`src/rtl/ss_read_data.sv`:
```
// Sequential RAM reader: walks si..ei (inclusive, wrapping) and forwards each word with a valid strobe; optional SS_READ_DATA_REG_OUT_EN adds an output register stage.
// Latency: issue -> valid 1 cycle (2 with SS_READ_DATA_REG_OUT_EN); done pulses with the last word. i_en_read_data=0 stalls the walk without loss.
module ss_read_data #(
    parameter int SIZE_ADDR = 6,
    parameter int SIZE_DATA = 8
) (
    input  logic                 i_clk,
    input  logic                 i_rst,
    input  logic                 i_start_read_data,
    input  logic                 i_en_read_data,
    input  logic [SIZE_ADDR-1:0] i_si_ram,
    input  logic [SIZE_ADDR-1:0] i_ei_ram,
    input  logic [SIZE_DATA-1:0] i_data_ram,
    output logic [SIZE_ADDR-1:0] o_addr_ram,
    output logic [SIZE_DATA-1:0] o_data_ram,
    output logic                 o_data_valid,
    output logic                 o_done_read_data
);

    typedef enum logic [1:0] {S_IDLE, S_READ, S_WAIT_LAST} state_t;

`ifdef SS_READ_DATA_REG_OUT_EN
    localparam logic WAIT_EXTRA = 1'b1;
`else
    localparam logic WAIT_EXTRA = 1'b0;
`endif

    state_t               r_state, w_state_nxt;
    logic [SIZE_ADDR-1:0] r_addr, w_addr_nxt;
    logic [SIZE_ADDR-1:0] r_end, w_end_nxt;
    logic                 r_issue, w_issue_nxt;
    logic                 r_last, w_last_nxt;
    logic                 r_wait, w_wait_nxt;
    logic [SIZE_DATA-1:0] w_data_gated;

    always_ff @(posedge i_clk) begin
        if (i_rst) begin
            r_state <= S_IDLE;
            r_addr  <= '0;
            r_end   <= '0;
            r_issue <= 1'b0;
            r_last  <= 1'b0;
            r_wait  <= 1'b0;
        end else begin
            r_state <= w_state_nxt;
            r_addr  <= w_addr_nxt;
            r_end   <= w_end_nxt;
            r_issue <= w_issue_nxt;
            r_last  <= w_last_nxt;
            r_wait  <= w_wait_nxt;
        end
    end

    always_comb begin
        w_state_nxt = r_state;
        w_addr_nxt  = r_addr;
        w_end_nxt   = r_end;
        w_issue_nxt = 1'b0;
        w_last_nxt  = 1'b0;
        w_wait_nxt  = 1'b0;
        if (i_start_read_data) begin
            // A restart in READ still lets the word on the RAM port land, but never as a "last" word.
            w_state_nxt = S_READ;
            w_addr_nxt  = i_si_ram;
            w_end_nxt   = i_ei_ram;
            w_issue_nxt = (r_state == S_READ) && i_en_read_data;
        end else begin
            case (r_state)
                S_READ: begin
                    if (i_en_read_data) begin
                        w_issue_nxt = 1'b1;
                        w_last_nxt  = (r_addr == r_end);
                        if (r_addr == r_end) w_state_nxt = S_WAIT_LAST;
                        else                 w_addr_nxt  = r_addr + 1'b1;
                    end
                end
                S_WAIT_LAST: begin
                    if (r_wait == WAIT_EXTRA) w_state_nxt = S_IDLE;
                    else                      w_wait_nxt  = 1'b1;
                end
                default: ;
            endcase
        end
    end

    assign o_addr_ram   = r_addr;
    assign w_data_gated = r_issue ? i_data_ram : '0;

`ifdef SS_READ_DATA_REG_OUT_EN
    logic [SIZE_DATA-1:0] r_data_out;
    logic                 r_valid_out;
    logic                 r_done_out;

    always_ff @(posedge i_clk) begin
        if (i_rst) begin
            r_data_out  <= '0;
            r_valid_out <= 1'b0;
            r_done_out  <= 1'b0;
        end else begin
            r_data_out  <= w_data_gated;
            r_valid_out <= r_issue;
            r_done_out  <= r_issue & r_last;
        end
    end

    assign o_data_ram       = r_data_out;
    assign o_data_valid     = r_valid_out;
    assign o_done_read_data = r_done_out;
`else
    assign o_data_ram       = w_data_gated;
    assign o_data_valid     = r_issue;
    assign o_done_read_data = r_issue & r_last;
`endif

endmodule

```
`config.mk`:
```
export PLATFORM = sky130hd
export DESIGN_NAME = ss_read_data
export DESIGN_NICKNAME = d
export VERILOG_FILES = /design/src/rtl/ss_read_data.sv
export SDC_FILE = /design/constraint.sdc
export NUM_CORES = 1
export LEC_CHECK = 0
export BUFFER_PORTS_ARGS = -buffer_cell sky130_fd_sc_hd__buf_2
export CORE_MARGIN = 3
export CORE_UTILIZATION = 48
export DETAILED_ROUTE_END_ITERATION = 12
export GPL_TIMING_DRIVEN = 0
export PLACE_DENSITY = 0.87
export SKIP_CTS_REPAIR_TIMING = 1
export SLEW_MARGIN = 20
export SYNTH_ARGS = -nofsm -noshare
export SYNTH_HDL_FRONTEND = slang
export SYNTH_SLANG_ARGS = --single-unit
```
`constraint.sdc`:
```
create_clock -name i_clk -period 2.7 [get_ports i_clk]
set_input_delay 0.54 -clock i_clk [delete_from_list [all_inputs] [get_ports i_clk]]
set_output_delay 0.54 -clock i_clk [all_outputs]
set_load 0.05 [all_outputs]
```
; Yosys cells after proc, flatten, opt, wreduce, memory -nomap -nowiden
; Index checks and enable logic that the tools add are counted.
[word_totals]
out_inout_bits = 16
input_bits = 24
elab_cells = 47
reg_bits = 17
[classes]
n_eq_ne = 10
bitwise = 4
muxes = 14
addsub = 1
reduce_logical = 11
[op_table]
columns = cell, count
row1 = 6-bit 2-to-1 mux, 4
row2 = 8-bit 2-to-1 mux, 1
row3 = 4-bit AND reduction, 2
row4 = 6-bit by 1-bit adder with 6-bit output (second input constant), 1
row5 = 6-bit equality test, 1
row6 = 2-bit 2-to-1 mux, 3
row7 = 2-bit != test (second input constant), 3
row8 = 3-bit != test (second input constant), 2
row9 = 2-bit nonzero test, 3
row10 = 1-bit 2-to-1 mux, 5
row11 = 2-bit one-hot mux with 2 select lines, 1
row12 = 4-bit OR reduction, 1
row13 = 3-bit by 2-bit != test with 1-bit output (second input constant), 1
row14 = 1-bit NOT, 3
row15 = 3-bit AND reduction, 1
row16 = 3-bit nonzero test, 1
row17 = 3-bit OR reduction, 1
row18 = 2-bit by 1-bit equality test with 1-bit output (second input constant), 1
row19 = 2-bit equality test (second input constant), 1
row20 = 2-bit by 1-bit != test with 1-bit output (second input constant), 1
row21 = 2-bit OR reduction, 1
row22 = 1-bit bitwise AND, 1
row23 = 1-bit logical AND, 1

; Longest topological paths before layout
[logic_depth]
depth_word = 5
mapped_depth = 7
mapped_depth_nobuf = 5

; Least setup slack after synthesis
; OpenSTA, ideal clock, no wires.
[synth_path]
path_kind = flip-flop to flip-flop
start = register r_addr[2], in the netlist o_addr_ram[2]
end = register r_addr[4], in the netlist o_addr_ram[4]
synth_period_minus_slack_ps = 2025
t_required_ps = 2626
setup_slack_ps = 675
path_stages_with_launch = 8
n_path_buf = 2
t_arrival_ps = 1950
setup_ps = 74
path_cell_list = dfxtp_1 clkbuf_2 xor2_1 nor2_1 and2_1 buf_6 or4_1 a31oi_1
[synth_via]
elab_chain_cells = 5
word_cells_on_any_way = 8
classes_between = 1 x add/sub / 2 x eq/ne / 4 x mux / 1 x reduce/logical
[synth_rtl]
columns = item, line
row1 = from (decl), 29  ; logic [SIZE_ADDR-1:0] r_addr, w_addr_nxt;
row2 = from (signal assigned), 46  ; r_addr <= w_addr_nxt;
row3 = 6-bit by 1-bit adder with 6-bit output, 74  ; else w_addr_nxt = r_addr + 1'b1;
row4 = 6-bit 2-to-1 mux, 73  ; if (r_addr == r_end) w_state_nxt = S_WAIT_LAST;
row5 = 6-bit 2-to-1 mux, 70  ; if (i_en_read_data) begin
row6 = 6-bit 2-to-1 mux, 68  ; case (r_state)
row7 = 6-bit 2-to-1 mux, 61  ; if (i_start_read_data) begin
; Parallel ways exist; a longest one is shown, timed or not. The select of a mux whose other input is x is not followed.
; A chain may end at the register's enable or synchronous reset.

; Final worst setup path
[layout_path]
start = register r_addr[3], in the netlist o_addr_ram[3]
end = register r_state[1]
[layout_via]
elab_chain_cells = 3
[layout_rtl]
columns = item, line
row1 = 6-bit equality test, 73
row2 = 2-bit by 1-bit != test with 1-bit output (no line), n/a
row3 = 4-bit AND reduction (no line), n/a
row4 = to (signal assigned), 45  ; r_state <= w_state_nxt;
row5 = to (decl), 28  ; state_t r_state, w_state_nxt;
; No other way between the ends.

==> flow_summary.json <==
{
  "status": "finished, final reports clean",
  "cts_tree": "built",
  "gp_congestion": 0.848,
  "placed_cells": 165,
  "ant_nets": 0,
  "syn_inst": 104,
  "grt_overflow_total": 0,
  "p_leak_nw": 0.563,
  "cp_slowest_cell": "nor4_1",
  "layout_min_cycle_time_ps": 1800,
  "ff2ff_setup_slack_ps": 900,
  "firstDrtPassIters": 4,
  "drv_slew": 0,
  "fin_tns_setup_ps": 0,
  "clock_latency_ps": 290,
  "cap_violations": 0,
  "drt_iter0_drc": 18,
  "ir_drop_mv": 0.389,
  "setup.worst_path.end": "r_state[1]$_SDFFE_PP0P_",
  "crit_path_max_incr_delay_ps": 550,
  "design.die.area_um2": 2350,
  "syn_avg_cell_area_um2": 8.34,
  "clockBufferDepth": 2,
  "synth-warning-count": 0,
  "arrival_ps": 2000,
  "root_buffer": "clkbuf_4",
  "path_max_fanout": 9,
  "hold_viol_final": 0,
  "reg2reg_depth": 6,
  "grt_max_degree": 11,
  "startpoint": "o_addr_ram[3]$_SDFFE_PP0P_",
  "min_from": "i_ei_ram[2]",
  "ys_ff_latch": 16,
  "power.density_nw_per_um2": 501,
  "grt_use_total_pct": 19.5,
  "numCtsBuffers": 3,
  "r2r-end": "r_state[1]$_SDFFE_PP0P_",
  "setup_violations": 0,
  "final_core_util_pct": 70.2,
  "drive_gt1_share_pct": 29.7,
  "yosysUniqueCellTypes": 29,
  "dp_slack_ps": 946,
  "grt_pass1_wl_um": 3680,
  "hold_ws_ps": 480,
  "fin_ws_ps": 903,
  "via_per_inst": 5.38,
  "skew_ps": 1.12,
  "vias": 910,
  "ys_seq_area_share_pct": 36.9,
  "clk_pin_slew_ps": 90,
  "hold_path_class": "primary input to flop",
  "syn_to_final_growth_pct": 29.0,
  "coreArea_um2": 1590,
  "clock.fmax_ghz": 0.556,
  "syn_area_um2": 867,
  "tightestPinTransition_ps": 582,
  "fin_nets": 171,
  "fp-row-count": 14,
  "syn-num-nets": 129,
  "cp-start-kind": "flop",
  "diodes": 0,
  "relSlewSlack_pct": 60.8,
  "fin_cells": 169,
  "grt_pass1_vias": 844,
  "period_share_pct": 66.6,
  "wire_per_inst_um": 12.3,
  "drc": 0,
  "regToRegStartpoint": "o_addr_ram[3]$_SDFFE_PP0P_",
  "start_util_pct": 54.4,
  "boundaryPins": 40,
  "crit_type": "flop to flop",
  "dieWidth_um": 48.5,
  "path_cells": "xor2_1 -> nor4_1 -> and2_1 -> buf_6 -> nand2_1 -> a211oi_1",
  "fp.dieH_um": 48.5,
  "worstPathRequired_ps": 2910,
  "cts.sinks": 16,
  "antenna_found_initial": 0,
  "rsz0062_at_grt": "false",
  "wirelength_um": 2070,
  "hpwl_um": 1640,
  "portBuffers": 37,
  "htree_levels": 1,
  "endpoint_kind": "flop"
}
## placed cells by master, fill, tap and decap left out, types with 4 or more instances in the layout
cell type and n:
buf_2 37, dfxtp_1 16, nor2_1 14, and2_1 10, xor2_1 8, mux2i_1 6
clkbuf_1 5, a21oi_1 5, nand2_1 4, a31oi_1 4, inv_1 4
## kinds of logic (layout without fill, tap and decap cells)
group | after synthesis | after routing | share of synthesized area [%]
AOI/OAI and AO/OA | 19 | 19 | 14.4
xor gates and xnor gates | 8 | 8 | 8.08
adders and majority gates | 1 | 1 | 1.44
buffers and inverters | 11 | 52 | 5.77
DFF | 16 | 16 | 36.9
muxes | 6 | 6 | 6.93
and+or+nand+nor | 43 | 43 | 26.4
## Yosys cell counts
cell type,number,area share (%)
a211oi_1,2,1.7
a21oi_1,5,2.9
a221oi_1,1,1.0
a22oi_1,2,1.7
a31oi_1,4,2.9
and2_1,10,7.2
and3b_1,1,1.0
buf_6,1,1.3
clkbuf_1,5,2.2
clkbuf_2,1,0.58
dfxtp_1,16,37
ha_1,1,1.4
inv_1,4,1.7
mux2i_1,6,6.9
nand2_1,4,1.7
nand2b_1,1,0.72
nand3_1,1,0.58
nand3b_1,2,1.7
nand4_1,3,2.2
nor2_1,14,6.1
nor2b_1,2,1.4
nor3_1,1,0.58
nor4_1,2,1.4
o21a_1,1,0.87
o21ai_0,2,1.2
o311a_1,1,1.2
o41ai_1,1,1.0
or4_1,2,1.7
xor2_1,8,8.1
## sequential cells by signal, indices dropped and copies added (netlist names)
| register | cells |
|---|---|
| r_last | 1 |
| o_addr_ram | 6 |
| o_data_valid | 1 |
| r_end | 6 |
| r_state | 2 |
## how the worst min path moves through the flow
stage | slack, ps | end | cells after the start
after global placement | 470 | r_state[1]$_SDFFE_PP0P_ | 2
after floorplan | 460 | r_state[1]$_SDFFE_PP0P_ | 2
after global routing | 500 | r_end[1]$_SDFFE_PP0P_ | 3
final | 480 | r_end[2]$_SDFFE_PP0P_ | 3
after detailed placement | 490 | r_state[1]$_SDFFE_PP0P_ | 2
after CTS | 480 | r_end[2]$_SDFFE_PP0P_ | 3
## metrics by stage
stage,total power [mW],area (um2)
2_1_floorplan,0.367,867
3_3_place_gp,0.402,1080
3_5_place_dp,0.407,1080
4_1_cts,0.562,1120
5_1_grt,0.590,1120
6_report,0.561,1120
## layer usage
metal | track usage, % | share of wire [%] | vias to the layer above
met5 | 0 | 0 | -
met4 | 7.58 | 1.4 | 0
met3 | 5.52 | 8.6 | 4
met2 | 33.3 | 50 | 42
met1 | 23.1 | 40 | 414
li1 | - | - | 450
## area by class of cell
| cell class | instances | area (um2) |
|---|---|---|
| multi-input cells | 77 | 497 |
| fillers | 138 | 475 |
| flip-flops and latches | 16 | 320 |
| repair buffers | 37 | 185 |
| clock buffers | 4 | 36.3 |
| plain buffers | 7 | 35.0 |
| well taps | 24 | 30.0 |
| inverters | 4 | 15.0 |
## where the power goes
part	switching, mW	internal (mW)
combinational	0.0862	0.0507
clock	0.0763	0.0822
sequential	0.0155	0.250
## critical path: cells and delay by family (launching register included)
family	cells	cell delay, ps
simple gates	3	840
flops	1	440
compound gates	1	200
buf+inv	1	130
xor+xnor	1	100
(Power assumes the default switching activity.)
